File: src/rtl/alu_sequencer.sv
// alu_sequencer: multi-cycle controller for a 4 x 4-bit register file.
// One request reads up to two source registers, computes a 4-bit result
// and writes it back to the destination register. The register-file bus
// (address, write data, strobe) comes straight from flops, so the value
// for the next state is computed here and registered on the state change.

module alu_sequencer (
  input  logic       clk,
  input  logic       reset,
  input  logic       start,
  input  logic [1:0] op,
  input  logic [1:0] src_a,
  input  logic [1:0] src_b,
  input  logic [1:0] dst,
  input  logic [3:0] imm,
  output logic       busy,
  output logic       done,
  output logic [3:0] result,
  output logic       carry,
  output logic       zero,
  output logic [1:0] mem_addr,
  output logic [3:0] mem_dbus,
  output logic       mem_rwb,
  input  logic [3:0] mem_qout
);

  localparam logic [1:0] OP_ADD   = 2'b00;
  localparam logic [1:0] OP_SUB   = 2'b01;
  localparam logic [1:0] OP_AND   = 2'b10;
  localparam logic [1:0] OP_LOADI = 2'b11;

  typedef enum logic [2:0] {
    IDLE,
    READ_A,
    READ_B,
    EXEC,
    WRITE,
    DONE
  } state_t;

  state_t     state_q, state_d;
  logic [1:0] op_q, op_d;
  logic [1:0] src_b_q, src_b_d;
  logic [1:0] dst_q, dst_d;
  logic [3:0] imm_q, imm_d;
  logic [3:0] opa_q, opa_d;
  logic [3:0] opb_q, opb_d;
  logic [3:0] result_q, result_d;
  logic       carry_q, carry_d;
  logic       zero_q, zero_d;
  logic [1:0] mem_addr_q, mem_addr_d;
  logic [3:0] mem_dbus_q, mem_dbus_d;
  logic       mem_rwb_q, mem_rwb_d;
  logic [4:0] sum;
  logic [4:0] diff;

  // Next-state logic; bus values are prepared for the state being entered.
  always_comb begin
    state_d    = state_q;
    op_d       = op_q;
    src_b_d    = src_b_q;
    dst_d      = dst_q;
    imm_d      = imm_q;
    opa_d      = opa_q;
    opb_d      = opb_q;
    result_d   = result_q;
    carry_d    = carry_q;
    zero_d     = zero_q;
    mem_addr_d = mem_addr_q;
    mem_dbus_d = mem_dbus_q;
    mem_rwb_d  = 1'b0;
    sum        = {1'b0, opa_q} + {1'b0, opb_q};
    diff       = {1'b0, opa_q} - {1'b0, opb_q};

    case (state_q)
      IDLE: begin
        if (start) begin
          op_d    = op;
          src_b_d = src_b;
          dst_d   = dst;
          imm_d   = imm;
          if (op == OP_LOADI) begin
            state_d = EXEC;
          end else begin
            state_d    = READ_A;
            mem_addr_d = src_a;
          end
        end
      end
      READ_A: begin
        opa_d      = mem_qout;
        mem_addr_d = src_b_q;
        state_d    = READ_B;
      end
      READ_B: begin
        opb_d   = mem_qout;
        state_d = EXEC;
      end
      EXEC: begin
        case (op_q)
          OP_ADD: begin
            result_d = sum[3:0];
            carry_d  = sum[4];
          end
          OP_SUB: begin
            result_d = diff[3:0];
            carry_d  = diff[4];
          end
          OP_AND: begin
            result_d = opa_q & opb_q;
            carry_d  = 1'b0;
          end
          default: begin
            result_d = imm_q;
            carry_d  = 1'b0;
          end
        endcase
        zero_d     = (result_d == 4'd0);
        mem_addr_d = dst_q;
        mem_dbus_d = result_d;
        mem_rwb_d  = 1'b1;
        state_d    = WRITE;
      end
      WRITE: begin
        state_d = DONE;
      end
      DONE: begin
        state_d = IDLE;
      end
      default: begin
        state_d = IDLE;
      end
    endcase
  end

  // State, operand, result and register-file bus registers with sync reset.
  always_ff @(posedge clk) begin
    if (reset) begin
      state_q    <= IDLE;
      op_q       <= 2'd0;
      src_b_q    <= 2'd0;
      dst_q      <= 2'd0;
      imm_q      <= 4'd0;
      opa_q      <= 4'd0;
      opb_q      <= 4'd0;
      result_q   <= 4'd0;
      carry_q    <= 1'b0;
      zero_q     <= 1'b0;
      mem_addr_q <= 2'd0;
      mem_dbus_q <= 4'd0;
      mem_rwb_q  <= 1'b0;
    end else begin
      state_q    <= state_d;
      op_q       <= op_d;
      src_b_q    <= src_b_d;
      dst_q      <= dst_d;
      imm_q      <= imm_d;
      opa_q      <= opa_d;
      opb_q      <= opb_d;
      result_q   <= result_d;
      carry_q    <= carry_d;
      zero_q     <= zero_d;
      mem_addr_q <= mem_addr_d;
      mem_dbus_q <= mem_dbus_d;
      mem_rwb_q  <= mem_rwb_d;
    end
  end

  assign busy     = (state_q != IDLE);
  assign done     = (state_q == DONE);
  assign result   = result_q;
  assign carry    = carry_q;
  assign zero     = zero_q;
  assign mem_addr = mem_addr_q;
  assign mem_dbus = mem_dbus_q;
  assign mem_rwb  = mem_rwb_q;

endmodule

File: config.mk
export PLATFORM = sky130hd
export DESIGN_NAME = alu_sequencer
export DESIGN_NICKNAME = d
export VERILOG_FILES = /design/src/rtl/alu_sequencer.sv
export SDC_FILE = /design/constraint.sdc
export NUM_CORES = 1
export LEC_CHECK = 0
export ABC_AREA = 1
export ABC_CLOCK_PERIOD_IN_PS = 5790
export CAP_MARGIN = 30
export CORE_MARGIN = 2
export CORE_UTILIZATION = 45
export DETAILED_ROUTE_END_ITERATION = 10
export GPL_TIMING_DRIVEN = 0
export PLACE_DENSITY = 0.83
export SETUP_SLACK_MARGIN = 0.3
export SYNTH_ARGS = -nofsm -noshare
export SYNTH_HDL_FRONTEND = slang
export SYNTH_SLANG_ARGS = --single-unit
File: constraint.sdc
create_clock -name clk -period 5.79 [get_ports clk]
set_clock_uncertainty 0.15 [all_clocks]
set_input_delay 0.8685 -clock clk [delete_from_list [all_inputs] [get_ports clk]]
set_output_delay 0.8685 -clock clk [all_outputs]
set_load 0.05 [all_outputs]
==> qor.yml <==
status: "finished clean"
initial_core_util: 0.469
grt_overflow_total: 0
antenna_found_initial: 0
syn_area_per_cell_um2: 7.57
min_path_cells: 2
rsz0062_at_grt: "no"
ys_dominant_reg_cell: "dfxtp_1"
max_freq_mhz: 358
seq_area_frac_synth: 0.387
syn_nets: 234
cp_slowest_stage_delay_ns: 0.83
crit_buf_inv: 2
critPathKind: "reg2out"
synth_edf_count: 0
grt_max_degree: 11
synth_area_leaders: "dfxtp_1 39%, nand2_1 8.7%, a21oi_1 7.4%"
tns_ns: 0
reg2regPathDepth: 9
viasPerCell: 5.05
first_pass_iters: 4
postCtsSetupBuffers: 0
diodes: 0
grt_use_total: 0.191
wl_met2_mm: 1.70
synth_top_area_share: 0.387
r2r_slack_ns: 3.67
nets: 274
top_layer_used: "met4"
cp-start-kind: "register"
root_buffer: "clkbuf_4"
cts_tree: "done"
die_y_um: 62.7
place_congestion: 0.839
drt-met1-wl_mm: 1.55
power.density_nw_per_um2: 354
fin_util: 0.610
netlist_instances: 205
wl_mm: 3.54
hpwl_mm: 2.78
drtAntennaViolNets: 0
crit_fanout: 3
area_delta_synth_final_pct: 30.1
cp.depth: 3
clock_latency_ns: 0.33
drc: 0
hp-class: "reg2reg"
power_uw: 715
clockBufferDepth: 2
final_common_cell: "nand2_1"
min_delay_worst_endpoint: "imm_q[1]$_SDFFE_PP0P_"
min-delay-start: "imm_q[1]$_SDFFE_PP0P_"
crit_path_top_delay_cell: "clkdlybuf4s50_1"
via_count: 1475
critPathArrivalTime_ns: 1.77
netlist_area_um2: 1550
cp-end-kind: "primary output"
cp_top_family: "buffers and inverters"
std_cell_rows: 21
cts.clk_slew.worst_paths_ns: 0.10
peakVddDrop_mv: 0.234
core_area_um2: 3310
synth.largest_area_cell: "dfxtp_1"
first_iter_violations: 58
h-tree-depth: 2
setup-violations-final: 0
cts.sink_count: 30
yosysWarnings: 0
drv_slew: 0
routed-wl-met3_um: 197
leakage_uw: 0.000832
cts_hold_buf: 0
ys_ff_latch: 30
wl_per_cell_um: 12.1
crit_chain: "inv_2 -> nor3_1 -> clkdlybuf4s50_1"
ioPinCount: 34
io_buffers: 33
cts_buffers: 5
slew-limit-headroom: 0.624
dieArea_um2: 3930
fin_crit_ns: 2.79
synth.distinct_cells: 29
die_x_um: 62.7
grt_pass1_wl_mm: 5.91
startpoint: "state_q[2]$_SDFFE_PP0P_"
hold_viol_final: 0
worstReg2RegStart: "opb_q[0]$_SDFFE_PP0N_"
max-cap-violations: 0
layout-drive-gt1-share: 0.114
synth-async-reset-ratio: 0
post-route-period-util: 0.482
crit_required_ns: 4.77
final_cell_mix: "36 x nand2_1, 33 x clkdlybuf4s50_1, 30 x dfxtp_1"
cts-resized-gates: 0
worst_pin_slew_ns: 0.563
grt_pass1_vias: 1336
r2r_end: "zero$_SDFFE_PP0P_"
synth_stat cells (2+ instances only):
cell / instances
a22oi_1: 2
inv_1: 24
fa_1: 2
buf_4: 6
nor3_1: 4
nand3_1: 12
ha_1: 8
nand2_2: 2
dfxtp_1: 30
a21oi_1: 23
o21ai_0: 22
nor2_2: 2
nor2_1: 13
a31oi_1: 4
clkbuf_1: 2
nand2_1: 36
metrics by stage:
step                cell area, um2  setup WS, ns  hold WS (ns)  cells
floorplan                     1550          3.29         0.279    205
global placement              1940          3.34         0.290    284
detailed placement            1940          3.33         0.295    284
CTS                           2020          2.98         0.310    292
global route                  2020          2.93         0.338    292
finish                        2020          3.00         0.306    292
worst max path at each step:
| stage | slack, ns | to |
|---|---|---|
| 2_1_floorplan | 3.29 | done |
| 3_3_place_gp | 3.34 | done |
| 3_5_place_dp | 3.33 | opa_q[1]$_SDFFE_PP0N_ |
| 4_1_cts | 2.98 | done |
| 5_1_grt | 2.93 | done |
| 6_report | 3.00 | done |
layer usage:
| metal | global-route usage | vias up |
|---|---|---|
| li1 | - | 761 |
| met1 | 0.229 | 666 |
| met2 | 0.319 | 37 |
| met3 | 0.0541 | 11 |
| met4 | 0.0833 | 0 |
| met5 | 0 | - |
worst min-delay path, stage by stage (launching register included):
cell and delay, ns:
dfxtp_1 0.31, inv_1 0.06, a21oi_1 0.05
state kept, by name (all words and copies together) (netlist names):
| signal | cells |
|---|---|
| carry | 1 |
| dst_q | 2 |
| imm_q | 4 |
| mem_addr | 2 |
| mem_dbus | 4 |
| mem_rwb | 1 |
| op_q | 2 |
| opa_q | 4 |
| opb_q | 4 |
| src_b_q | 2 |
| state_q | 3 |
| zero | 1 |
cells by family (layout without fill, tap and decap cells):
group                      Yosys count  after routing  synth area share
AOI/OAI and AO/OA                   58             58             0.216
adders and majority gates           10             10            0.0903
DFF                                 30             30             0.387
and+or+nand+nor                     72             72             0.205
buffers and inverters               35             76             0.102
layout make-up:
type | instances | area [um2]
Buffer | 9 | 57.6
Clock buffer | 8 | 78.8
Fill cell | 319 | 1290
Inverter | 26 | 100
Multi-Input combinational cell | 140 | 793
Sequential cell | 30 | 601
Tap cell | 46 | 57.6
Timing Repair Buffer | 33 | 330
where the power goes:
part           total [uW]  switching (uW)  internal, uW
Combinational         297             190           107
Clock                 155            71.8          82.9
Sequential            263            22.8           241
Total                 715             285           430
Note: power is estimated with default switching activity, not from simulation.
